## src/rtl/pipeline_hazard_ctrl.sv

```systemverilog
// Hazard and forwarding controller for a 5-stage RISC-V pipeline: tracks EX/MEM
// destinations, produces registered forward selects, load-use stall and branch flush.
module pipeline_hazard_ctrl #(
  parameter int XLEN_REGS   = 5,
  parameter int STALL_CNT_W = 16
) (
  input  logic                   clk,
  input  logic                   reset_n,
  input  logic                   id_valid,
  input  logic [XLEN_REGS-1:0]   id_rs1,
  input  logic [XLEN_REGS-1:0]   id_rs2,
  input  logic                   id_uses_rs1,
  input  logic                   id_uses_rs2,
  input  logic [XLEN_REGS-1:0]   id_rd,
  input  logic                   id_regwrite,
  input  logic                   id_memread,
  input  logic                   ex_busy,
  input  logic                   branch_taken,
  output logic [1:0]             forward_rs1,
  output logic [1:0]             forward_rs2,
  output logic                   pc_stall,
  output logic                   ifid_stall,
  output logic                   ifid_flush,
  output logic                   idex_bubble,
  output logic [STALL_CNT_W-1:0] stall_count
);

  logic                 vld_p1, ex_rw_p1, ex_mr_p1;
  logic [XLEN_REGS-1:0] ex_rd_p1;
  logic                 vld_p2, mem_rw_p2;
  logic [XLEN_REGS-1:0] mem_rd_p2;

  logic ex_hit_rs1, ex_hit_rs2, mem_hit_rs1, mem_hit_rs2;
  logic load_use, flush;

  // x0 is hardwired zero, so a write to it never creates a dependency.
  function automatic logic match(input logic v, input logic rw,
                                 input logic [XLEN_REGS-1:0] rd,
                                 input logic [XLEN_REGS-1:0] rs,
                                 input logic uses);
    return v & rw & (rd != '0) & uses & (rd == rs);
  endfunction

  // Nearest producer wins; 2'b11 is never produced.
  function automatic logic [1:0] fwd_sel(input logic ex_hit, input logic mem_hit);
    if (ex_hit)       return 2'b01;
    else if (mem_hit) return 2'b10;
    else              return 2'b00;
  endfunction

  function automatic logic [STALL_CNT_W-1:0] sat_inc(input logic [STALL_CNT_W-1:0] c);
    return (&c) ? c : c + 1'b1;
  endfunction

  assign ex_hit_rs1  = match(vld_p1, ex_rw_p1, ex_rd_p1, id_rs1, id_uses_rs1);
  assign ex_hit_rs2  = match(vld_p1, ex_rw_p1, ex_rd_p1, id_rs2, id_uses_rs2);
  assign mem_hit_rs1 = match(vld_p2, mem_rw_p2, mem_rd_p2, id_rs1, id_uses_rs1);
  assign mem_hit_rs2 = match(vld_p2, mem_rw_p2, mem_rd_p2, id_rs2, id_uses_rs2);

  assign load_use    = id_valid & ex_mr_p1 & (ex_hit_rs1 | ex_hit_rs2);
  assign flush       = branch_taken & ~ex_busy;
  assign pc_stall    = ex_busy | (load_use & ~flush);
  assign ifid_stall  = pc_stall;
  assign ifid_flush  = flush;
  assign idex_bubble = ~ex_busy & (flush | load_use);

  // ID -> EX -> MEM slot advance; whole pipeline frozen while ex_busy.
  always_ff @(posedge clk or negedge reset_n) begin
    if (!reset_n) begin
      vld_p1      <= 1'b0;
      ex_rd_p1    <= '0;
      ex_rw_p1    <= 1'b0;
      ex_mr_p1    <= 1'b0;
      vld_p2      <= 1'b0;
      mem_rd_p2   <= '0;
      mem_rw_p2   <= 1'b0;
      forward_rs1 <= 2'b00;
      forward_rs2 <= 2'b00;
      stall_count <= '0;
    end else if (!ex_busy) begin
      vld_p2    <= vld_p1;
      mem_rd_p2 <= ex_rd_p1;
      mem_rw_p2 <= ex_rw_p1;
      if (idex_bubble || !id_valid) begin
        vld_p1      <= 1'b0;
        ex_rd_p1    <= '0;
        ex_rw_p1    <= 1'b0;
        ex_mr_p1    <= 1'b0;
        forward_rs1 <= 2'b00;
        forward_rs2 <= 2'b00;
      end else begin
        vld_p1      <= 1'b1;
        ex_rd_p1    <= id_rd;
        ex_rw_p1    <= id_regwrite;
        ex_mr_p1    <= id_memread;
        forward_rs1 <= fwd_sel(ex_hit_rs1, mem_hit_rs1);
        forward_rs2 <= fwd_sel(ex_hit_rs2, mem_hit_rs2);
      end
      if (load_use && !flush)
        stall_count <= sat_inc(stall_count);
    end
  end

endmodule

```

## config.mk

```make
export PLATFORM = sky130hd
export DESIGN_NAME = pipeline_hazard_ctrl
export DESIGN_NICKNAME = d
export VERILOG_FILES = /design/src/rtl/pipeline_hazard_ctrl.sv
export SDC_FILE = /design/constraint.sdc
export NUM_CORES = 1
export LEC_CHECK = 0
export CAP_MARGIN = 20
export CORE_MARGIN = 5
export CORE_UTILIZATION = 40
export CTS_CLUSTER_SIZE = 30
export DETAILED_ROUTE_END_ITERATION = 8
export PLACE_DENSITY = 0.67
export SLEW_MARGIN = 20
export SYNTH_ARGS = -nofsm -noshare
export SYNTH_HDL_FRONTEND = slang
export SYNTH_SLANG_ARGS = --single-unit
export TNS_END_PERCENT = 50
```

## constraint.sdc

```tcl
create_clock -name clk -period 2.67 [get_ports clk]
set_clock_uncertainty 0.1 [all_clocks]
set_input_delay 0.4005 -clock clk [delete_from_list [all_inputs] [get_ports clk]]
set_output_delay 0.4005 -clock clk [all_outputs]
set_load 0.1 [all_outputs]
```

; ---- Word level (Yosys, flattened, before mapping)
; Index checks and enable logic that the tools add are counted.
[op_classes]
reduce_logical = 8
muxes = 10
add_sub_neg = 1
n_eq_ne = 4
n_bitwise = 23
[op_table]
columns = operator, n
row1 = == test 5 bit, 4
row2 = bitwise AND 1 bit, 17
row3 = adder 16 x 1 -> 16 bit (second input constant), 1
row4 = AND reduction 16 bit, 1
row5 = two-way mux 2 bit, 6
row6 = nonzero test 5 bit, 2
row7 = two-way mux 5 bit, 1
row8 = two-way mux 1 bit, 3
row9 = inverter 1 bit, 3
row10 = bitwise OR 1 bit, 3
row11 = AND reduction 3 bit, 1
row12 = zero test 1 bit, 2
row13 = logical AND 1 bit, 1
row14 = logical OR 1 bit, 1
[word_totals]
output_inout_bits = 24
wordCells = 56
ff_bits = 35

; ---- Logic depth before layout (Yosys ltp)
[logic_depth]
depth_word = 10
ltp_mapped = 7
depth_no_buf = 6

; ---- Worst setup path after synthesis
; Ideal clock, no wire load.
[synth_timing]
kind = register -> output
from = register ex_rd_p1[4]
to = output port idex_bubble
t_required_ps = 2169
arrival_time_ps = 2772
path_stages_with_launch = 6
path_slack_ps = -602
n_path_buf = 0
path_cell_list = dfrtp_1 xor2_1 nor4_2 a32o_2 nand2_1 o22ai_1
[synth_via]
elab_chain_cells = 8
[synth_lines]
columns = item, line_no
row1 = "start, declared", 29  ; logic [XLEN_REGS-1:0] ex_rd_p1;
row2 = "start signal, assigned", 93  ; ex_rd_p1 <= id_rd;
row3 = nonzero test 5 bit, 41  ; return v & rw & (rd != '0) & uses & (rd == rs);
row4 = bitwise AND 1 bit (3 in series), 41
row5 = bitwise OR 1 bit *, 60  ; assign load_use = id_valid & ex_mr_p1 & (ex_hit_rs1 | ex_hit_rs2);
row6 = bitwise AND 1 bit *, 60
row7 = bitwise OR 1 bit *, 65  ; assign idex_bubble = ~ex_busy & (flush | load_use);
row8 = bitwise AND 1 bit *, 65
row9 = "end, declared", 24  ; output logic idex_bubble,
; Mark *: on every way between the ends. The rest lies on a longest branch, timed or not.

; ---- Worst setup path in the final report
[layout_timing]
from = register ex_rd_p1[1]
to = output port idex_bubble
; Same word-level chain as after synthesis.

==> results.md <==
* Vias at 1518
* End of the worst register-to-register path: stall_count[1]
* Count of cell types in the netlist at 42
* CP required at 2.17 ns
* Die Ht at 79.3 um
* WL final at 4310 um
* Initial Utilization at 0.409
* Crit. End Element: primary output
* Antenna-violating nets left at 0
* Remaining DRCs at 0
* Tot Pwr at 1.13 mW
* Final Cycle Share at 0.968
* # placed instances at 276
* Synth area leaders: dfrtp_1 (46%), xnor2_1 (8.2%), xor2_1 (7.8%), mux2_2 (4.1%), a22o_1 (2.7%)
* Synth-to-layout area growth at 33.6%
* Post-synthesis cell count at 175
* Seq. cell area at 878 um2
* #FFs+latches synth at 35
* Gpl congestion at 0.777
* Port bufs at 47
* Final setup violation count at 0
* Clock sink count at 35
* Largest net degree at the start of global routing at 36
* Worst setup path start: ex_rd_p1[1]
* I/O Pins at 48
* Tmin final at 2.58 ns
* Gr ovfl total at 0
* TritonRoute pass-1 iters at 4
* Share of cells above drive strength 1 at 0.283
* Worst r2r src: ex_rd_p1[1]
* Mapped Avg Cell Area at 11.0 um2
* RSZ-0062 raised after global routing: false
* EDFF count, synth at 0
* Core area at 4690 um2
* Fmax at 387 MHz
* Vias in the first global route at 1484
* Final Slew Violations at 0
* Post-Syn Nets at 200
* Root Buffer: clkbuf_8
* Footprint of the multi-input gates at 1010 um2
* Final cell count without fillers at 284
* Min-Delay Path Class: flip-flop to flip-flop
* Worst slew pin tran at 0.432 ns
* CP Max Fanout at 5
* Total GRT Usage at 0.150
* Worst slew margin at 0.709
* Worst reg2reg path depth at 6
* CTS Buffer Depth at 2
* Hold_buf cts at 0
* H-tree depth at 2
* Die Span X at 79.3 um
* DR WL/cell at 15.2 um
* Met2 WL post-DR at 1940 um
* Worst-Skew Late Latency at 0.29 ns
* Starting DRT DRC Count at 120
* Post-CTS setup buffers at 0
* Critical Path End: idex_bubble
* Cell Rows at 25
* Die Area at 6280 um2
* N_diodes at 0
* Crit path DAT at 2.08 ns
* Max Cap Viol at 0
* Reg2Reg Setup Slack at 0.47 ns
* Post-Syn Area at 1920 um2
* Status: finished, final reports clean
* Leakage at 1.17 nW
* Final hold violation count at 0
* VDD IR max at 0.255 mV
* Syn. warnings at 0
* Worst-path clk slew at 0.08 ns
* Vias per cell at 5.35
* Number of antenna violations at the first check in global routing at 0
* Hold Crit Depth at 2
* Largest area contributor in the netlist: dfrtp_1
* Critical path class: flip-flop to primary output
* Met3 routed WL at 223 um
* First-pass GRT wire length at 7370 um
* Asr flop ratio synth at 1.00
* Max layer used: met4
* Fillers at 429
* CTS tree: yes
* DRT met1 WL at 2100 um
* Power Density at 440 nW/um2
* Worst setup SP type: flip-flop
* Synth top area share at 0.456
* Final net count at 254
* Hpwl dp at 3290 um
* Sequential area share after synthesis at 0.456
* Top FF cell, synth: dfrtp_1
* Num CTS Buffers at 5
[power breakdown]
part / leakage, nW / internal, mW / switching [mW] / total (mW)
Clock: 0.0402 / 0.182 / 0.209 / 0.391
Combinational: 0.652 / 0.0839 / 0.0859 / 0.170
Sequential: 0.478 / 0.546 / 0.0213 / 0.567
[repair_timing]
action | CTS | global route
pin swaps | 0 | 6
gates resized for setup | 1 | 7
setup endpoints to repair | 2 | 2
[Yosys cell counts (4+ instances only)]
| master | count |
|---|---|
| dfrtp_1 | 35 |
| xnor2_1 | 18 |
| xor2_1 | 17 |
| nand2_1 | 11 |
| nand3_1 | 9 |
| and3_1 | 7 |
| mux2_2 | 7 |
| nor2_1 | 7 |
| a22o_1 | 6 |
| nor4_1 | 6 |
| nand3_2 | 5 |
| nand4_1 | 5 |
| inv_1 | 4 |
| o21ai_0 | 4 |
[cell families (layout without fill, tap and decap cells)]
family / after synthesis / count (layout) / share of synthesized area
adder cells (fa/ha/maj): 1 / 1 / 0.00652
AND/OR/NAND/NOR: 65 / 65 / 0.202
XOR/XNOR: 35 / 35 / 0.160
flip-flops: 35 / 35 / 0.456
buffers and inverters: 9 / 64 / 0.0274
AO/OA/AOI/OAI: 22 / 22 / 0.0991
multiplexers: 8 / 8 / 0.0489
[worst min path at each step]
stage / from / to / slack [ns]
after CTS: forward_rs1[0] / forward_rs1[0] / 0.40
final: forward_rs1[1] / forward_rs1[1] / 0.39
after floorplan: reset_n / ex_mr_p1 / 0.005
after detailed placement: forward_rs1[0] / forward_rs1[0] / 0.38
after global routing: forward_rs2[1] / forward_rs2[1] / 0.42
after global placement: forward_rs1[1] / forward_rs1[1] / 0.37
[metrics by stage]
stage | utilization | TNS, ns | worst slack (ns) | instance area, um2 | hold slack [ns]
final | 0.547 | 0 | 0.0868 | 2560 | 0.395
after global routing | 0.547 | 0 | 0.000968 | 2560 | 0.418
after global placement | 0.523 | -0.0107 | -0.00540 | 2450 | 0.372
after CTS | 0.543 | 0 | 0.0385 | 2550 | 0.397
after detailed placement | 0.523 | -0.00457 | -0.00235 | 2450 | 0.378
after floorplan | - | -0.000744 | -0.000744 | 1930 | 0.00491
[worst max-delay path, stage by stage (launching register included)]
cell	delay (ns)
dfrtp_1	0.45
or4_4	0.59
o211ai_2	0.26
nor2_2	0.09
nand2_1	0.11
o22ai_2	0.11
buf_12	0.18
[area by class of cell]
class	count	area share
Inverter	4	0.00585
Clock inverter	3	0.00780
Clock buffer	5	0.0268
Multi-Input combinational cell	131	0.393
Sequential cell	35	0.342
Tap cell	54	0.0263
Timing Repair Buffer	52	0.198
[cells in the final DEF, fill, tap and decap left out, drive strengths merged, types with 3 or more instances in the layout]
cell / count
xnor2: 18
nor3: 3
clkdlybuf4s50: 19
clkbuf: 5
xor2: 17
o21ai: 5
a22o: 6
dfrtp: 35
inv: 4
buf: 29
nand3: 14
mux2: 8
dlymetal6s2s: 4
and3: 8
nor4: 7
nand4: 5
nand2: 11
nor2: 8
[routing by layer]
metal	global-route usage	up-vias
met1	0.224	731
met3	0.0351	5
met2	0.212	40
li1	-	742
met5	0	-
met4	0.0464	0
[flip-flops by register name, indices dropped and copies added, names as in the netlist]
name,flops
ex_mr_p1,1
ex_rd_p1,5
ex_rw_p1,1
forward_rs1,2
forward_rs2,2
mem_rd_p2,5
mem_rw_p2,1
stall_count,16
vld_p1,1
vld_p2,1
Power figures use the tool's default switching activity.
